### config.mk
export PLATFORM = sky130hd
export DESIGN_NAME = seq_capture_ctrl
export DESIGN_NICKNAME = d
export VERILOG_FILES = /design/src/rtl/seq_capture_pkg.sv /design/src/rtl/seq1010_fsm.sv /design/src/rtl/seq_capture_ctrl.sv
export SDC_FILE = /design/constraint.sdc
export NUM_CORES = 1
export LEC_CHECK = 0
export CORE_MARGIN = 8
export CORE_UTILIZATION = 46
export CTS_BUF_LIST = sky130_fd_sc_hd__clkbuf_16
export CTS_CLUSTER_DIAMETER = 80
export DETAILED_ROUTE_END_ITERATION = 10
export GPL_ROUTABILITY_DRIVEN = 1
export PLACE_DENSITY = 0.83
export SYNTH_ARGS = -nofsm -noshare
export SYNTH_HDL_FRONTEND = slang
export SYNTH_SLANG_ARGS = --single-unit
### constraint.sdc
create_clock -name clk -period 4 [get_ports clk]
set_clock_uncertainty 0.05 [all_clocks]
set_input_delay 0.6 -clock clk [delete_from_list [all_inputs] [get_ports clk]]
set_output_delay 0.6 -clock clk [all_outputs]
set_load 0.02 [all_outputs]
### src/rtl/seq_capture_pkg.sv
// Shared types and widths for the seq_capture_ctrl slice: pattern FSM state
// encoding, data/counter widths and a saturating increment helper.
package seq_capture_pkg;

    typedef enum logic [1:0] {
        IDLE = 2'd0,
        S1   = 2'd1,
        S10  = 2'd2,
        S101 = 2'd3
    } state_t;

    localparam int PATTERN_LEN = 4;
    localparam int DATA_W      = 16;
    localparam int CNT_W       = 8;

    function automatic logic [CNT_W-1:0] sat_inc(input logic [CNT_W-1:0] value);
        return (value == '1) ? value : value + 1'b1;
    endfunction

endpackage

### src/rtl/seq1010_fsm.sv
// Pattern FSM for the serial sequence 1,0,1,0; Moore state, Mealy hit output.
// OVERLAP selects whether the trailing "10" of a hit seeds the next match.
module seq1010_fsm
    import seq_capture_pkg::*;
#(
    parameter int OVERLAP = 1
) (
    input  logic clk,
    input  logic reset_n,
    input  logic serial_in,
    input  logic serial_valid,
    input  logic clr_in,
    output logic hit
);

    state_t state;
    state_t state_nxt;

    // NOTE: every combinational output gets a default first so no path leaves it unassigned (no latch).
    always_comb begin
        state_nxt = state;
        if (clr_in) begin
            state_nxt = IDLE;
        end else if (serial_valid) begin
            case (state)
                IDLE:    state_nxt = serial_in ? S1   : IDLE;
                S1:      state_nxt = serial_in ? S1   : S10;
                S10:     state_nxt = serial_in ? S101 : IDLE;
                S101:    state_nxt = serial_in ? S1   : ((OVERLAP != 0) ? S10 : IDLE);
                default: state_nxt = IDLE;
            endcase
        end
    end

    // NOTE: registers use non-blocking assignments so all flops update from pre-edge values.
    always_ff @(posedge clk or negedge reset_n) begin
        if (!reset_n) begin
            state <= IDLE;
        end else begin
            state <= state_nxt;
        end
    end

    assign hit = serial_valid && (state == S101) && !serial_in && !clr_in;

endmodule

### src/rtl/seq_capture_ctrl.sv
// Capture controller: loads data_in into data_out on each 1010 detection,
// counts detections, and (with SEQ_CAPTURE_CTRL_LOCKOUT_EN) applies a post-capture lockout.
module seq_capture_ctrl
    import seq_capture_pkg::*;
#(
    parameter int OVERLAP     = 1,
    parameter int HOLD_CYCLES = 4
) (
    input  logic              clk,
    input  logic              reset_n,
    input  logic              serial_in,
    input  logic              serial_valid,
    input  logic              clr_in,
    input  logic [DATA_W-1:0] data_in,
    output logic [DATA_W-1:0] data_out,
    output logic              enable_out,
    output logic [CNT_W-1:0]  detect_count,
    output logic              busy
);

    logic hit;
    logic capture;

    seq1010_fsm #(
        .OVERLAP (OVERLAP)
    ) u_fsm (
        .clk          (clk),
        .reset_n      (reset_n),
        .serial_in    (serial_in),
        .serial_valid (serial_valid),
        .clr_in       (clr_in),
        .hit          (hit)
    );

    // hit already excludes clr_in, so a clear on the final bit never captures.
    assign capture = hit && !busy;

    always_ff @(posedge clk or negedge reset_n) begin
        if (!reset_n) begin
            data_out     <= '0;
            enable_out   <= 1'b0;
            detect_count <= '0;
        end else begin
            enable_out <= capture;
            if (capture) begin
                data_out <= data_in;
            end
            if (clr_in) begin
                detect_count <= '0;
            end else if (hit) begin
                detect_count <= sat_inc(detect_count);
            end
        end
    end

`ifdef SEQ_CAPTURE_CTRL_LOCKOUT_EN
    localparam logic [CNT_W-1:0] HOLD_LOAD = CNT_W'(HOLD_CYCLES);

    logic [CNT_W-1:0] hold_cnt;

    // Suppressed hits do not reload, so the window is measured from the capture.
    always_ff @(posedge clk or negedge reset_n) begin
        if (!reset_n) begin
            hold_cnt <= '0;
        end else if (clr_in) begin
            hold_cnt <= '0;
        end else if (capture) begin
            hold_cnt <= HOLD_LOAD;
        end else if (hold_cnt != '0) begin
            hold_cnt <= hold_cnt - 1'b1;
        end
    end

    assign busy = (hold_cnt != '0);
`else
    assign busy = 1'b0;
`endif

endmodule

# Word level (Yosys, flattened, before mapping)

Cells that the tools add are included.

Bitwise operators: 0
Multipliers: 0
$add $sub $neg: 1
Reductions and logical operators: 10
Shift operators: 0
Magnitude comparators: 0
Equal/unequal tests: 5
Multiplexer cells: 9
Div/mod/pow operators: 0

Operators with widths:

| operator                                      | count |
|---|---|
| 2-to-1 mux 8 bit                              | 3 |
| adder 8 x 1 -> 8 bit, second input constant   | 1 |
| == test 8 bit, second input constant          | 1 |
| 2-to-1 mux 2 bit                              | 4 |
| one-hot mux 2 bit (3 select lines)            | 1 |
| == test 2 bit, second input constant          | 2 |
| nonzero test 2 bit                            | 2 |
| logical AND 1 bit                             | 3 |
| == test 2 x 1 -> 1 bit, second input constant | 1 |
| logical NOT 1 bit                             | 2 |
| logical NOT 2 bit                             | 1 |
| != test 2 bit, second input constant          | 1 |
| AND reduction 2 bit                           | 1 |
| OR reduction 2 bit                            | 1 |
| 2-to-1 mux 1 bit                              | 1 |

Output and inout port bits: 26
Bits in read-only memories: 0
Latch bits: 0
Memories: 0
Input port bits: 21
Register bits: 27
RAM bits: 0

# Logic depth before layout (Yosys ltp)

Depth after elaboration: 6
Depth in mapped cells: 5

# Modules after synthesis

Synthesis repeated with hierarchy kept, for this count alone.

Cells, all modules: 91
Area total of the unflattened synthesis: 1217.4 um^2

By module, submodules not included:

| module           | instances | cells an instance | area each (um^2) |
|---|---|---|---|
| seq_capture_ctrl | 1         | 81                | 1113.6 |
| seq1010_fsm      | 1         | 10                | 103.8 |

# Least setup slack after synthesis

No wires, ideal clock.

Kind: input -> register
Start: input port serial_in
End: register data_out[10]
Path buffers: 1
Stages: 5
Required time: 3.825 ns
Setup slack: 2.315 ns
Data arrival time: 1.510 ns
Path through: and4b_4 nand2_4 inv_8 buf_12 mux2_4

Word-level cells in the longest chain between the ends: 3

RTL lines:

| element                         | line                   | source |
|---|---|---|
| start, declared                 | seq_capture_ctrl.sv:11 | `input logic serial_in,` |
| logical NOT 1 bit               | seq1010_fsm.sv:44      | `assign hit = serial_valid && (state == S101) && !serial_in && !clr_in;` |
| logical AND 1 bit (2 in series) | seq1010_fsm.sv:44      |  |
| named net capture               | seq_capture_ctrl.sv:22 | `logic capture;` |
| end signal, assigned            | seq_capture_ctrl.sv:46 | `data_out <= data_in;` |
| end, declared                   | seq_capture_ctrl.sv:15 | `output logic [DATA_W-1:0] data_out,` |

The timed path passes the listed nets, and every way through them passes these cells.
A chain may end at the register's enable or synchronous reset.

# Worst setup path after layout

Start: register detect_count[4]
End: output port detect_count[4]

RTL lines:

| element                | line                   | source |
|---|---|---|
| start, declared        | seq_capture_ctrl.sv:17 | `output logic [CNT_W-1:0] detect_count,` |
| start signal, assigned | seq_capture_ctrl.sv:51 | `detect_count <= sat_inc(detect_count);` |

No word-level cell between the ends.

==> summary.md <==
- run status: finished clean
- largest net degree at the start of global routing: 28
- origin of the critical flop-to-flop path: detect_count[0]$_DFFE_PN0P_
- sequential fraction of the synthesis area: 0.5556
- Max clock buf depth: 2
- static leakage power: 0.8053 nW
- final RePlAce weighted congestion: 0.8697
- origin of the worst min-delay path: data_out[5]$_DFFE_PN0P_
- Fillers: 192
- dominant synthesized flop cell: dfrtp_1
- Detailed Route Iter0 Violations: 20
- die outline height: 67.42 um
- area inside the core boundary: 0.002500 sq mm
- mean area per synthesized cell: 13.51 sq um
- cell with the biggest individual delay on the critical path: clkdlybuf4s50_1
- sum of buffers and inverters on the critical path: 1
- total I/O pin count: 47
- Post-Synthesis Cell Area: 0.001216 sq mm
- Port Buffers: 45
- clock tree from TritonCTS: yes
- remaining design rule violation count: 0
- die extent in x: 67.42 um
- ratio of total power to cell area: 313.0 mW/mm^2
- data required time of the worst path: 3.35 ns
- number of setup violations in the final report: 0
- register clock-pin slew on the reported worst setup and hold paths: 0.06 ns
- Max Clock Freq: 492.5 MHz
- H-tree levels: 1
- via count: 891
- IR drop worst, VDD: 0.3392 mV
- Resize count post-CTS: 0
- worst hold-check path type: register to register
- post-layout min period: 2.030 ns
- maximum fanout count along the critical path: 7
- Worst Path Arrival: 1.38 ns
- cell types with the largest area share after synthesis: dfrtp_1 56%, mux2_4 11%, mux2_2 7.4%
- critical path's largest stage delay: 0.66 ns
- launching element of the worst setup path: detect_count[4]$_DFFE_PN0P_
- post-synthesis cell type with the largest combined area: dfrtp_1
- CTS root buffer: clkbuf_16
- Via-to-Cell Ratio: 5.304
- Inserted Clock Buffers: 3
- Pre-Repair DR Iteration Count: 4
- warnings from Yosys: 0
- final worst hold slack: 0.4623 ns
- synthesized instance count: 90
- number of endpoints with negative hold slack in the final report: 0
- Period Utilization, post-route: 0.5076
- number of nets in the finished design: 161
- row count: 18
- dominant delay contributor by cell family on the critical path: buffers and inverters
- GRT Resource Usage Total: 0.1334
- worst skew pair latency: 0.26 ns
- vias in the first global route: 1017
- number of hold buffers added after CTS: 0
- WL/cell: 17.28 um
- Worst Path Class, Setup: register to output pin
- HPWL after DPL: 2105 um
- synthesized net count: 112
- antenna violations before repair: 0
- post-CTS setup-driven buffer insertion count: 0
- cells along the critical path: clkdlybuf4s50_1
- sort of element at the end of the critical path: output pin
- number of synthesized flops with an enable pin: 0
- number of storage elements in the synthesis netlist: 27
- Yosys top cell area share: 0.5556
- number of distinct standard cells referenced by the synthesized netlist: 32
- clk sinks: 27
- area of the die: 0.004545 sq mm
- startpoint class of the critical path: register
- async set or reset register ratio after synthesis: 1.000
- setup repair after global routing missed its margin: no
- total congestion overflow after global routing: 0
- DRT antenna net count: 0
- setup TNS: 0 ns
- Initial Utilization: 0.4865
- Inserted Diodes: 0
- Final Max Tran Viols: 0
- fraction of final layout cells sized beyond drive strength 1: 0.1812
- final wirelength: 2903 um
- global-route wire length before repair: 4629 um
- Max-cap violations: 0
- layout-stage area growth over the synthesis result: 44.96%
## power breakdown
group	internal [mW]	leakage (nW)	switching, mW
Combinational	0.0293	0.387	0.0200
Sequential	0.277	0.376	0.00292
Clock	0.134	0.0423	0.0884
Total	0.441	0.805	0.111
## layout make-up
| class | count | area, sq um | area share |
|---|---|---|---|
| Clock buffer | 3 | 75.07 | 0.04258 |
| Clock inverter | 1 | 3.754 | 0.002129 |
| Inverter | 4 | 22.52 | 0.01278 |
| Multi-Input combinational cell | 57 | 490.5 | 0.2782 |
| Sequential cell | 27 | 675.6 | 0.3833 |
| Tap cell | 30 | 37.54 | 0.02129 |
| Timing Repair Buffer | 46 | 457.9 | 0.2598 |
## kinds of logic after synthesis
family / share of synthesized area
buffers and inverters: 0.04115
AO/OA/AOI/OAI: 0.06275
multiplexers: 0.2017
flip-flops: 0.5556
AND/OR/NAND/NOR: 0.1039
XOR/XNOR: 0.02161
other: 0.003083
adder cells (fa/ha/maj): 0.01029
## cell usage after synthesis (2+ instances only)
| library cell | count |
|---|---|
| mux2i_1 | 2 |
| o211ai_1 | 2 |
| dfrtp_1 | 27 |
| nand3_1 | 3 |
| mux2_2 | 8 |
| mux2_4 | 9 |
| nor2_1 | 8 |
| nand2_1 | 4 |
| xor2_1 | 2 |
| and3_1 | 2 |
| inv_1 | 2 |
## state kept, by name (all words and copies together) (netlist names)
signal and flops:
u_fsm.state 2, detect_count 8, data_out 16, enable_out 1
## per-layer routing
layer	vias to the layer above	global-route usage	routed length, um
met5	-	0	0
met4	0	0.06266	52
met3	5	0.07119	364
met2	39	0.2210	1322
met1	434	0.1363	1164
li1	413	-	-
## placed cells by master (no fill, tap or decap), types with 2 or more instances in the layout
cell and count:
mux2_2 8, clkbuf_16 3, mux2i_1 2, nand3_1 3, and3_1 2, inv_1 3, xor2_1 2, nand2_1 4
mux2_4 9, nor2_1 8, clkdlybuf4s50_1 45, o211ai_1 2, dfrtp_1 27
## metrics by stage
stage / setup WS, ns / cell area, sq um / std cells / utilization / total power, mW
2_1_floorplan: 2.315 / 1216 / 90 / - / 0.2992
3_3_place_gp: 1.824 / 1684 / 164 / 0.6737 / 0.3334
3_5_place_dp: 1.787 / 1684 / 164 / 0.6737 / 0.3350
4_1_cts: 1.952 / 1763 / 168 / 0.7052 / 0.5608
5_1_grt: 1.912 / 1763 / 168 / 0.7052 / 0.5721
6_report: 1.970 / 1763 / 168 / 0.7052 / 0.5518
## final timing paths
check                                         endpoint  slack (ns)  depth (start not counted)
max                                    detect_count[4]        1.97                          1
min                            data_out[5]$_DFFE_PN0P_        0.46                          1
max reg2reg                detect_count[5]$_DFFE_PN0P_        2.41                          5
min reg2reg                    data_out[5]$_DFFE_PN0P_        0.46                          1
max in group asynchronous  detect_count[6]$_DFFE_PN0P_        2.98                          2
min in group asynchronous  detect_count[3]$_DFFE_PN0P_        0.66                          2
Note: power is estimated with default switching activity, not from simulation.
